[src/rtl/core_sequencer_if.sv]
// Control/status bundle between the stage sequencer (master) and the core datapath (slave).
interface core_sequencer_if #(
    parameter int RETIRE_W = 32
);
    logic                START;
    logic                HALT_REQ;
    logic                INSTR_READY;
    logic                MEM_ACCESS;
    logic                MEM_READY;
    logic                FETCH_ENABLED;
    logic                DECODER_ENABLED;
    logic                EXEC_ENABLED;
    logic                MEMORY_ENABLED;
    logic                WRITER_ENABLED;
    logic                PC_UPDATE;
    logic [2:0]          STAGE;
    logic                BUSY;
    logic                ERROR;
    logic [RETIRE_W-1:0] RETIRED;

    modport master (
        input  START, HALT_REQ, INSTR_READY, MEM_ACCESS, MEM_READY,
        output FETCH_ENABLED, DECODER_ENABLED, EXEC_ENABLED, MEMORY_ENABLED,
               WRITER_ENABLED, PC_UPDATE, STAGE, BUSY, ERROR, RETIRED
    );

    modport slave (
        output START, HALT_REQ, INSTR_READY, MEM_ACCESS, MEM_READY,
        input  FETCH_ENABLED, DECODER_ENABLED, EXEC_ENABLED, MEMORY_ENABLED,
               WRITER_ENABLED, PC_UPDATE, STAGE, BUSY, ERROR, RETIRED
    );
endinterface

[src/rtl/core_sequencer.sv]
// Multi-cycle RV32I stage sequencer: one-hot stage enables, memory wait timeout,
// halt at instruction boundary, saturating retired-instruction counter.
module core_sequencer #(
    parameter int MAX_WAIT = 16,
    parameter int RETIRE_W = 32
) (
    input  logic              CLK,
    input  logic              RSTN,
    core_sequencer_if.master  bus
);
    localparam int WCNT_W = $clog2(MAX_WAIT);
    localparam logic [WCNT_W-1:0] WAIT_LAST = WCNT_W'(MAX_WAIT - 1);

    typedef enum logic [2:0] {
        S_IDLE   = 3'd0,
        S_FETCH  = 3'd1,
        S_DECODE = 3'd2,
        S_EXEC   = 3'd3,
        S_MEMORY = 3'd4,
        S_WRITE  = 3'd5,
        S_HALTED = 3'd6
    } state_t;

    state_t              r_state;
    state_t              w_next;
    logic [WCNT_W-1:0]   r_wcnt;
    logic                r_halt_pend;
    logic                r_error;
    logic [RETIRE_W-1:0] r_retired;
    logic                w_waiting;
    logic                w_timeout;
    logic                w_busy;

    assign w_busy = (r_state == S_FETCH) || (r_state == S_DECODE) || (r_state == S_EXEC) ||
                    (r_state == S_MEMORY) || (r_state == S_WRITE);

    always_comb begin
        w_next    = r_state;
        w_waiting = 1'b0;
        w_timeout = 1'b0;
        case (r_state)
            S_IDLE: begin
                if (bus.HALT_REQ)   w_next = S_HALTED;
                else if (bus.START) w_next = S_FETCH;
            end
            S_FETCH: begin
                if (bus.INSTR_READY) begin
                    w_next = S_DECODE;
                end else begin
                    w_waiting = 1'b1;
                    if (r_wcnt == WAIT_LAST) begin
                        w_timeout = 1'b1;
                        w_next    = S_HALTED;
                    end
                end
            end
            S_DECODE: w_next = S_EXEC;
            S_EXEC:   w_next = bus.MEM_ACCESS ? S_MEMORY : S_WRITE;
            S_MEMORY: begin
                if (bus.MEM_READY) begin
                    w_next = S_WRITE;
                end else begin
                    w_waiting = 1'b1;
                    if (r_wcnt == WAIT_LAST) begin
                        w_timeout = 1'b1;
                        w_next    = S_HALTED;
                    end
                end
            end
            // START is deliberately not re-checked between instructions
            S_WRITE:  w_next = (r_halt_pend || bus.HALT_REQ) ? S_HALTED : S_FETCH;
            S_HALTED: w_next = S_HALTED;
            default:  w_next = S_IDLE;
        endcase
    end

    always_ff @(posedge CLK) begin
        if (!RSTN) begin
            r_state     <= S_IDLE;
            r_wcnt      <= '0;
            r_halt_pend <= 1'b0;
            r_error     <= 1'b0;
            r_retired   <= '0;
        end else begin
            r_state <= w_next;
            // Any cycle that is not a ready-low stall restarts the count, so entry is always from 0
            r_wcnt  <= w_waiting ? r_wcnt + 1'b1 : '0;
            if (w_busy && bus.HALT_REQ) r_halt_pend <= 1'b1;
            if (w_timeout)              r_error     <= 1'b1;
            if ((r_state == S_WRITE) && !(&r_retired)) r_retired <= r_retired + 1'b1;
        end
    end

    assign bus.FETCH_ENABLED   = (r_state == S_FETCH);
    assign bus.DECODER_ENABLED = (r_state == S_DECODE);
    assign bus.EXEC_ENABLED    = (r_state == S_EXEC);
    assign bus.MEMORY_ENABLED  = (r_state == S_MEMORY);
    assign bus.WRITER_ENABLED  = (r_state == S_WRITE);
    assign bus.PC_UPDATE       = (r_state == S_WRITE);
    assign bus.STAGE           = r_state;
    assign bus.BUSY            = w_busy;
    assign bus.ERROR           = r_error;
    assign bus.RETIRED         = r_retired;
endmodule

[src/flat_wrapper.sv]
// flat-port wrapper written by rule: the top's interface ports become plain ports
module core_sequencer_flat 
#(
    parameter int MAX_WAIT = 16,
    parameter int RETIRE_W = 32
)
  (CLK, RSTN, bus_START, bus_HALT_REQ, bus_INSTR_READY, bus_MEM_ACCESS, bus_MEM_READY, bus_FETCH_ENABLED, bus_DECODER_ENABLED, bus_EXEC_ENABLED, bus_MEMORY_ENABLED, bus_WRITER_ENABLED, bus_PC_UPDATE, bus_STAGE, bus_BUSY, bus_ERROR, bus_RETIRED);
  core_sequencer_if #(.RETIRE_W(RETIRE_W)) bus_i ();
  input  logic CLK;
  input  logic RSTN;
  input wire logic [$bits(bus_i.START)-1:0] bus_START;
  input wire logic [$bits(bus_i.HALT_REQ)-1:0] bus_HALT_REQ;
  input wire logic [$bits(bus_i.INSTR_READY)-1:0] bus_INSTR_READY;
  input wire logic [$bits(bus_i.MEM_ACCESS)-1:0] bus_MEM_ACCESS;
  input wire logic [$bits(bus_i.MEM_READY)-1:0] bus_MEM_READY;
  output wire logic [$bits(bus_i.FETCH_ENABLED)-1:0] bus_FETCH_ENABLED;
  output wire logic [$bits(bus_i.DECODER_ENABLED)-1:0] bus_DECODER_ENABLED;
  output wire logic [$bits(bus_i.EXEC_ENABLED)-1:0] bus_EXEC_ENABLED;
  output wire logic [$bits(bus_i.MEMORY_ENABLED)-1:0] bus_MEMORY_ENABLED;
  output wire logic [$bits(bus_i.WRITER_ENABLED)-1:0] bus_WRITER_ENABLED;
  output wire logic [$bits(bus_i.PC_UPDATE)-1:0] bus_PC_UPDATE;
  output wire logic [$bits(bus_i.STAGE)-1:0] bus_STAGE;
  output wire logic [$bits(bus_i.BUSY)-1:0] bus_BUSY;
  output wire logic [$bits(bus_i.ERROR)-1:0] bus_ERROR;
  output wire logic [$bits(bus_i.RETIRED)-1:0] bus_RETIRED;
  assign bus_i.START = bus_START;
  assign bus_i.HALT_REQ = bus_HALT_REQ;
  assign bus_i.INSTR_READY = bus_INSTR_READY;
  assign bus_i.MEM_ACCESS = bus_MEM_ACCESS;
  assign bus_i.MEM_READY = bus_MEM_READY;
  assign bus_FETCH_ENABLED = bus_i.FETCH_ENABLED;
  assign bus_DECODER_ENABLED = bus_i.DECODER_ENABLED;
  assign bus_EXEC_ENABLED = bus_i.EXEC_ENABLED;
  assign bus_MEMORY_ENABLED = bus_i.MEMORY_ENABLED;
  assign bus_WRITER_ENABLED = bus_i.WRITER_ENABLED;
  assign bus_PC_UPDATE = bus_i.PC_UPDATE;
  assign bus_STAGE = bus_i.STAGE;
  assign bus_BUSY = bus_i.BUSY;
  assign bus_ERROR = bus_i.ERROR;
  assign bus_RETIRED = bus_i.RETIRED;
  core_sequencer #(.MAX_WAIT(MAX_WAIT), .RETIRE_W(RETIRE_W)) u_core (.CLK(CLK), .RSTN(RSTN), .bus(bus_i));
endmodule
[config.mk]
export PLATFORM = sky130hd
export DESIGN_NAME = core_sequencer_flat
export DESIGN_NICKNAME = d
export VERILOG_FILES = /design/src/rtl/core_sequencer_if.sv /design/src/rtl/core_sequencer.sv /design/src/flat_wrapper.sv
export SDC_FILE = /design/constraint.sdc
export NUM_CORES = 1
export LEC_CHECK = 0
export ABC_AREA = 1
export CORE_AREA = 2 2 96 98
export CTS_CLUSTER_SIZE = 10
export DETAILED_ROUTE_END_ITERATION = 10
export DIE_AREA = 0 0 98 100
export GPL_TIMING_DRIVEN = 0
export PLACE_DENSITY = 0.58
export SLEW_MARGIN = 10
export SYNTH_ARGS = -nofsm -noshare
export SYNTH_HDL_FRONTEND = slang
export SYNTH_SLANG_ARGS = --single-unit
[constraint.sdc]
create_clock -name CLK -period 1.6 [get_ports CLK]
set_clock_uncertainty 0.1 [all_clocks]
set_input_delay 0.24 -clock CLK [delete_from_list [all_inputs] [get_ports CLK]]
set_output_delay 0.24 -clock CLK [all_outputs]
set_load 0.1 [all_outputs]
Word level (Yosys, flattened, before mapping)
Index checks and enable logic that the tools add are counted.
- word-level logic and storage cells: 41
- register bits: 41
- bits of input ports: 7
- reductions and logical operators: 11
- $add $sub $neg: 2
- equality and inequality tests: 8
- mux-type cells: 15
- operators by type and width (cell ; count):
    32-bit by 1-bit adder with 32-bit output, second input constant ; 1
    32-bit AND reduction ; 1
    3-bit one-hot mux with 7 select lines ; 1
    3-bit two-way mux ; 6
    3-bit == test, second input constant ; 3
    3-bit by 2-bit == test with 1-bit output, second input constant ; 2
    1-bit two-way mux ; 6
    1-bit logical OR ; 5
    4-bit by 1-bit adder with 4-bit output, second input constant ; 1
    4-bit == test, second input constant ; 1
    1-bit one-hot mux with 2 select lines ; 2
    3-bit by 1-bit == test with 1-bit output, second input constant ; 1
    3-bit logical NOT ; 1
    3-bit inequality test, second input constant ; 1
    1-bit logical AND ; 2
    2-bit AND reduction ; 1
    1-bit logical NOT ; 1

Longest topological paths before layout
- word-level depth: 6
- depth in mapped cells: 11

Worst setup path after synthesis
No wires, ideal clock.
- kind: reg2reg
- start point: reg u_core.r_state[0] (netlist: u_core.bus.STAGE[0])
- end point: reg u_core.r_state[1] (netlist: u_core.bus.STAGE[1])
- slack: -1573 ps
- cell stages (with the launch flop): 7
- buffers on the path: 0
- arrival: 3016 ps
- setup time: 57 ps
- data required time: 1443 ps
- period minus slack after synthesis: 3173 ps
- cells stage by stage: dfxtp_1 > nand2_1 > nor2_1 > o21ai_0 > nand4_1 > nand2_1 > inv_1
- cells in the longest elaborated chain, start to end: 2
- elaborated cells between the ends (all ways): 9
- those cells by class: eq/ne (7); mux (1); reduce/logical (1)
- RTL lines (item ; RTL line ; RTL):
    start: declaration ; core_sequencer.sv:24 ; state_t r_state;
    start signal: assignment ; core_sequencer.sv:85 ; r_state <= w_next;
    3-bit by 1-bit == test with 1-bit output ; - ;
    named net bus_FETCH_ENABLED ; flat_wrapper.sv:16 ; output wire logic [$bits(bus_i.FETCH_ENABLED)-1:0] bus_FETCH_ENABLED;
    3-bit one-hot mux with 7 select lines ; core_sequencer.sv:41 ; case (r_state)
The timed path passes the listed nets, and every way through them passes these cells.
A chain may end at the register's enable or synchronous reset.

Worst setup path after layout
- start point: reg u_core.r_retired[0] (netlist: u_core.bus.RETIRED[0])
- end point: reg u_core.r_retired[7] (netlist: u_core.bus.RETIRED[7])
- cells in the longest elaborated chain, start to end: 3
- elaborated cells between the ends (all ways): 4
- those cells by class: add/sub (1); reduce/logical (3)
- RTL lines (item ; RTL line ; RTL):
    start: declaration ; core_sequencer.sv:29 ; logic [RETIRE_W-1:0] r_retired;
    start signal: assignment ; core_sequencer.sv:90 ; if ((r_state == S_WRITE) && !(&r_retired)) r_retired <= r_retired + 1'b1;
    branches (longest 3 deep; another with 32-bit by 1-bit adder with 32-bit output) ; - ;
Parallel ways; which one is timed is not known.

==> summary.json <==
{
  "crit_path_arrival_time": {"value": 1.75, "unit": "ns"},
  "grt_first_pass_wirelength": {"value": 12.6, "unit": "mm"},
  "design.die.area": {"value": 0.00980, "unit": "mm²"},
  "syn_to_layout_area_delta": {"value": 52.8, "unit": "%"},
  "comb_power_share": {"value": 0.454},
  "finalWeightedCongestion": {"value": 0.873},
  "p_leak": {"value": 0.00150, "unit": "µW"},
  "post-route-cell-area": {"value": 0.00394, "unit": "mm²"},
  "grt_util_met3": {"value": 0.0251},
  "hold_start": {"value": "u_core.r_wcnt[0]$_SDFF_PN0_"},
  "cp_slowest_cell": {"value": "sky130_fd_sc_hd__dfxtp_4"},
  "synth.top_cell.area_share": {"value": 0.319},
  "clockRootBuffer": {"value": "sky130_fd_sc_hd__clkbuf_8"},
  "postPlaceCellArea": {"value": 0.00349, "unit": "mm²"},
  "synthCells": {"value": 409},
  "grt_remaining_overflow": {"value": 0},
  "failing_checks": {"value": "setup timing"},
  "synth.cell_area": {"value": 0.00258, "unit": "mm²"},
  "outcome": {"value": "finished, violations left"},
  "synth_compound_gate_area_share": {"value": 0.0981},
  "syn_avg_cell_area": {"value": 6.30, "unit": "µm²"},
  "tritoncts_num_sinks": {"value": 41},
  "antenna-diode-count": {"value": 0},
  "yosysTopAreaCell": {"value": "sky130_fd_sc_hd__dfxtp_1"},
  "synth-adder-area-share": {"value": 0.00971},
  "vias": {"value": 2783},
  "via_per_inst": {"value": 4.64},
  "timing_worst_slew_pin_value": {"value": 0.671, "unit": "ns"},
  "grt_most_used_layer": {"value": "met2"},
  "clk-insertion-delay-late": {"value": 0.30, "unit": "ns"},
  "path_delay_family": {"value": "simple AND/OR/NAND/NOR gates"},
  "r2r.worst_path.cells": {"value": 11},
  "cell_internal_pwr": {"value": 2000, "unit": "µW"},
  "final_min_period_over_clock_period": {"value": 1.06},
  "regToRegEndpoint": {"value": "u_core.bus.RETIRED[7]$_SDFFE_PN0P_"},
  "required": {"value": 1.66, "unit": "ns"},
  "seq_power_share": {"value": 0.319},
  "layout_common_cells": {"value": "115 x sky130_fd_sc_hd__nand2_1, 63 x sky130_fd_sc_hd__nor2_1, 37 x sky130_fd_sc_hd__inv_1"},
  "timing.hold.worst.class": {"value": "flop to flop"},
  "clk_path_buf_depth": {"value": 2},
  "drive_gt1_frac": {"value": 0.409},
  "synth.area.mux_share": {"value": 0},
  "worst_path_cell_trace": {"value": "ha_4 -> nand2_2 -> nor2_4 -> nand2_4 -> nor2_8 -> nand2_8 -> nand2_8 -> inv_6 -> buf_12 -> nand2_2 -> a21oi_2"},
  "finalHoldViolCount": {"value": 0},
  "synth-seq-area-share": {"value": 0.319},
  "p_clk_frac": {"value": 0.226},
  "die_height": {"value": 100, "unit": "µm"},
  "num-fill-cells": {"value": 935},
  "drc": {"value": 0},
  "final_util": {"value": 0.443},
  "post-route-worst-setup-slack": {"value": -0.0935, "unit": "ns"},
  "powerDensity": {"value": 907, "unit": "mW/mm²"},
  "buffer_ports.inserted": {"value": 49},
  "synthesis.yosys.warnings": {"value": 0},
  "timing.critical_path.to_type": {"value": "flop"},
  "timing.critical_path.slowest_cell_delay": {"value": 0.38, "unit": "ns"},
  "core-area": {"value": 0.00889, "unit": "mm²"},
  "standard_cell_row_count": {"value": 35},
  "chipWidth": {"value": 98, "unit": "µm"},
  "h_tree_levels": {"value": 2},
  "synth_simple_gate_area_frac": {"value": 0.430},
  "mostFrequentLayoutCell": {"value": "sky130_fd_sc_hd__nand2_1"},
  "count_of_antenna_violating_nets_left_after_detailed_routing": {"value": 0},
  "critical_path_class": {"value": "flop to flop"},
  "timing.final.crit_period": {"value": 1.69, "unit": "ns"},
  "slew_viol_final": {"value": 0},
  "report.final.setup_viol": {"value": 29},
  "routed_wire_length_per_instance": {"value": 12.7, "unit": "µm"},
  "yosys-top-cells-area": {"value": "sky130_fd_sc_hd__dfxtp_1 32%, sky130_fd_sc_hd__nand2_1 21%, sky130_fd_sc_hd__nor2_1 11%"},
  "ys_ff_latch": {"value": 41},
  "via_count_of_the_first_global_routing_pass": {"value": 2654},
  "io-pin-count": {"value": 50},
  "post_synth_num_cell_types": {"value": 29},
  "num-nets-final": {"value": 497},
  "tritoncts": {"value": "built"},
  "hold_path_end": {"value": "u_core.r_wcnt[0]$_SDFF_PN0_"},
  "numCtsBuffers": {"value": 5},
  "clkTransAtPathRegs": {"value": 0.09, "unit": "ns"},
  "worstReg2RegStart": {"value": "u_core.bus.RETIRED[0]$_SDFFE_PN0P_"},
  "min_delay_path_depth": {"value": 1},
  "place_hpwl": {"value": 5.58, "unit": "mm"},
  "firstDrtPassIters": {"value": 4},
  "synth_top_family_by_area": {"value": "simple AND/OR/NAND/NOR gates"},
  "crit_buf_inv": {"value": 2},
  "slew_headroom": {"value": 0.553},
  "floorplan.initialDensity": {"value": 0.290},
  "detail_route.iter0.violations": {"value": 81},
  "maximum_number_of_pins_on_one_net_before_global_route_repair": {"value": 15},
  "grt_use_total": {"value": 0.156},
  "p_switching": {"value": 1570, "unit": "µW"},
  "grt.met1_usage": {"value": 0.210},
  "timing.reg2reg.setup_slack": {"value": -0.09, "unit": "ns"},
  "grt.met2_usage": {"value": 0.252},
  "grt_antenna_before_repair": {"value": 0},
  "power_switching_share": {"value": 0.439},
  "cp-start-kind": {"value": "flop"},
  "critical_path.max_fanout": {"value": 10},
  "fin_tns_setup": {"value": -1.83, "unit": "ns"},
  "fmax": {"value": 590, "unit": "MHz"},
  "syn-num-nets": {"value": 418},
  "ir_worst_vdd": {"value": 1120, "unit": "µV"},
  "setup_repair_after_global_routing_missed_its_margin": {"value": "yes"},
  "dp_worst_setup_slack": {"value": -0.849, "unit": "ns"},
  "drt-total-wl": {"value": 7.60, "unit": "mm"},
  "synth-xor-area-share": {"value": 0.0544},
  "max-cap-violations": {"value": 0}
}
==> metal layers <==
metal  up-vias  share of wire
li1       1438              -
met1      1268           0.46
met2        67           0.47
met3        10          0.050
met4         0          0.020
met5         -              0
==> stage by stage <==
stage                     hold slack (ns)  cells  total power, µW
after CTS                           0.363    592             3460
final                               0.352    600             3570
after global placement              0.329    569             2470
after detailed placement            0.341    569             2480
after global routing                0.403    600             3750
after floorplan                     0.265    409             2200
==> worst reg2reg max path, stage by stage, from the launching register on <==
cell                      delay, ns
sky130_fd_sc_hd__dfxtp_4       0.38
sky130_fd_sc_hd__ha_4          0.14
sky130_fd_sc_hd__nand2_2       0.06
sky130_fd_sc_hd__nor2_4        0.17
sky130_fd_sc_hd__nand2_4       0.09
sky130_fd_sc_hd__nor2_8        0.13
sky130_fd_sc_hd__nand2_8       0.08
sky130_fd_sc_hd__nand2_8       0.11
sky130_fd_sc_hd__inv_6         0.06
sky130_fd_sc_hd__buf_12        0.14
sky130_fd_sc_hd__nand2_2       0.06
sky130_fd_sc_hd__a21oi_2       0.05
==> layout make-up <==
cell class	instances	area, µm²	share of cell area
Multi-Input combinational cell	316	1780	0.452
Sequential cell	41	947	0.241
Timing Repair Buffer	72	656	0.167
Inverter	43	184	0.0467
Tap cell	111	139	0.0353
Buffer	9	123	0.0312
Clock buffer	6	93.8	0.0238
Clock inverter	2	16.3	0.00413
==> worst max path at each step <==
stage,endpoint,cells after the start,from
after floorplan,u_core.bus.RETIRED[11]$_SDFFE_PN0P_,11,u_core.bus.RETIRED[1]$_SDFFE_PN0P_
after global placement,bus_WRITER_ENABLED,6,u_core.bus.STAGE[1]$_SDFFE_PN0P_
after detailed placement,bus_WRITER_ENABLED,6,u_core.bus.STAGE[1]$_SDFFE_PN0P_
after CTS,u_core.bus.RETIRED[7]$_SDFFE_PN0P_,11,u_core.bus.RETIRED[0]$_SDFFE_PN0P_
after global routing,u_core.bus.RETIRED[0]$_SDFFE_PN0P_,10,u_core.bus.RETIRED[8]$_SDFFE_PN0P_
final,u_core.bus.RETIRED[7]$_SDFFE_PN0P_,11,u_core.bus.RETIRED[0]$_SDFFE_PN0P_
==> synth_stat cells <==
library cell,number
sky130_fd_sc_hd__nand2_1,142
sky130_fd_sc_hd__nor2_1,76
sky130_fd_sc_hd__inv_1,42
sky130_fd_sc_hd__dfxtp_1,41
sky130_fd_sc_hd__a21oi_2,17
sky130_fd_sc_hd__nand3_1,16
sky130_fd_sc_hd__nor3_1,11
sky130_fd_sc_hd__xor2_1,11
sky130_fd_sc_hd__nand4_1,9
sky130_fd_sc_hd__o21ai_0,8
sky130_fd_sc_hd__a21oi_1,6
sky130_fd_sc_hd__xnor2_1,5
sky130_fd_sc_hd__buf_6,4
sky130_fd_sc_hd__clkbuf_1,2
sky130_fd_sc_hd__ha_1,2
sky130_fd_sc_hd__nand2_4,2
sky130_fd_sc_hd__nor2_4,2
sky130_fd_sc_hd__o22ai_1,2
sky130_fd_sc_hd__a31oi_1,1
sky130_fd_sc_hd__buf_1,1
sky130_fd_sc_hd__buf_2,1
sky130_fd_sc_hd__buf_4,1
sky130_fd_sc_hd__inv_2,1
sky130_fd_sc_hd__nand2_2,1
sky130_fd_sc_hd__nand2_8,1
sky130_fd_sc_hd__nor2_2,1
sky130_fd_sc_hd__nor2_8,1
sky130_fd_sc_hd__o211ai_1,1
sky130_fd_sc_hd__o21a_1,1
==> registers in the layout, summed over array words and instances, names as in the netlist <==
name,flops
u_core.bus.STAGE,3
u_core.r_halt_pend,1
u_core.bus.RETIRED,32
u_core.bus.ERROR,1
u_core.r_wcnt,4
==> power groups by stage <==
stage                     clock network [µW]  logic, µW  registers [µW]
after detailed placement                   0       1300            1180
after CTS                                842       1470            1150
after global routing                     885       1720            1150
after floorplan                            0        800            1400
final                                    808       1620            1140
after global placement                     0       1290            1180
==> cells by family after synthesis <==
kind of cell               after synthesis
buffers and inverters                   52
and+or+nand+nor                        262
adders and majority gates                2
xor gates and xnor gates                16
AOI/OAI and AO/OA                       36
DFF                                     41
==> timing repair <==
item	in CTS	in global routing
hold buffers	0	0
setup endpoints to repair	74	63
pin swaps	7	11
buffers inserted	15	8
resized for setup	205	60
(Power assumes the default switching activity.)
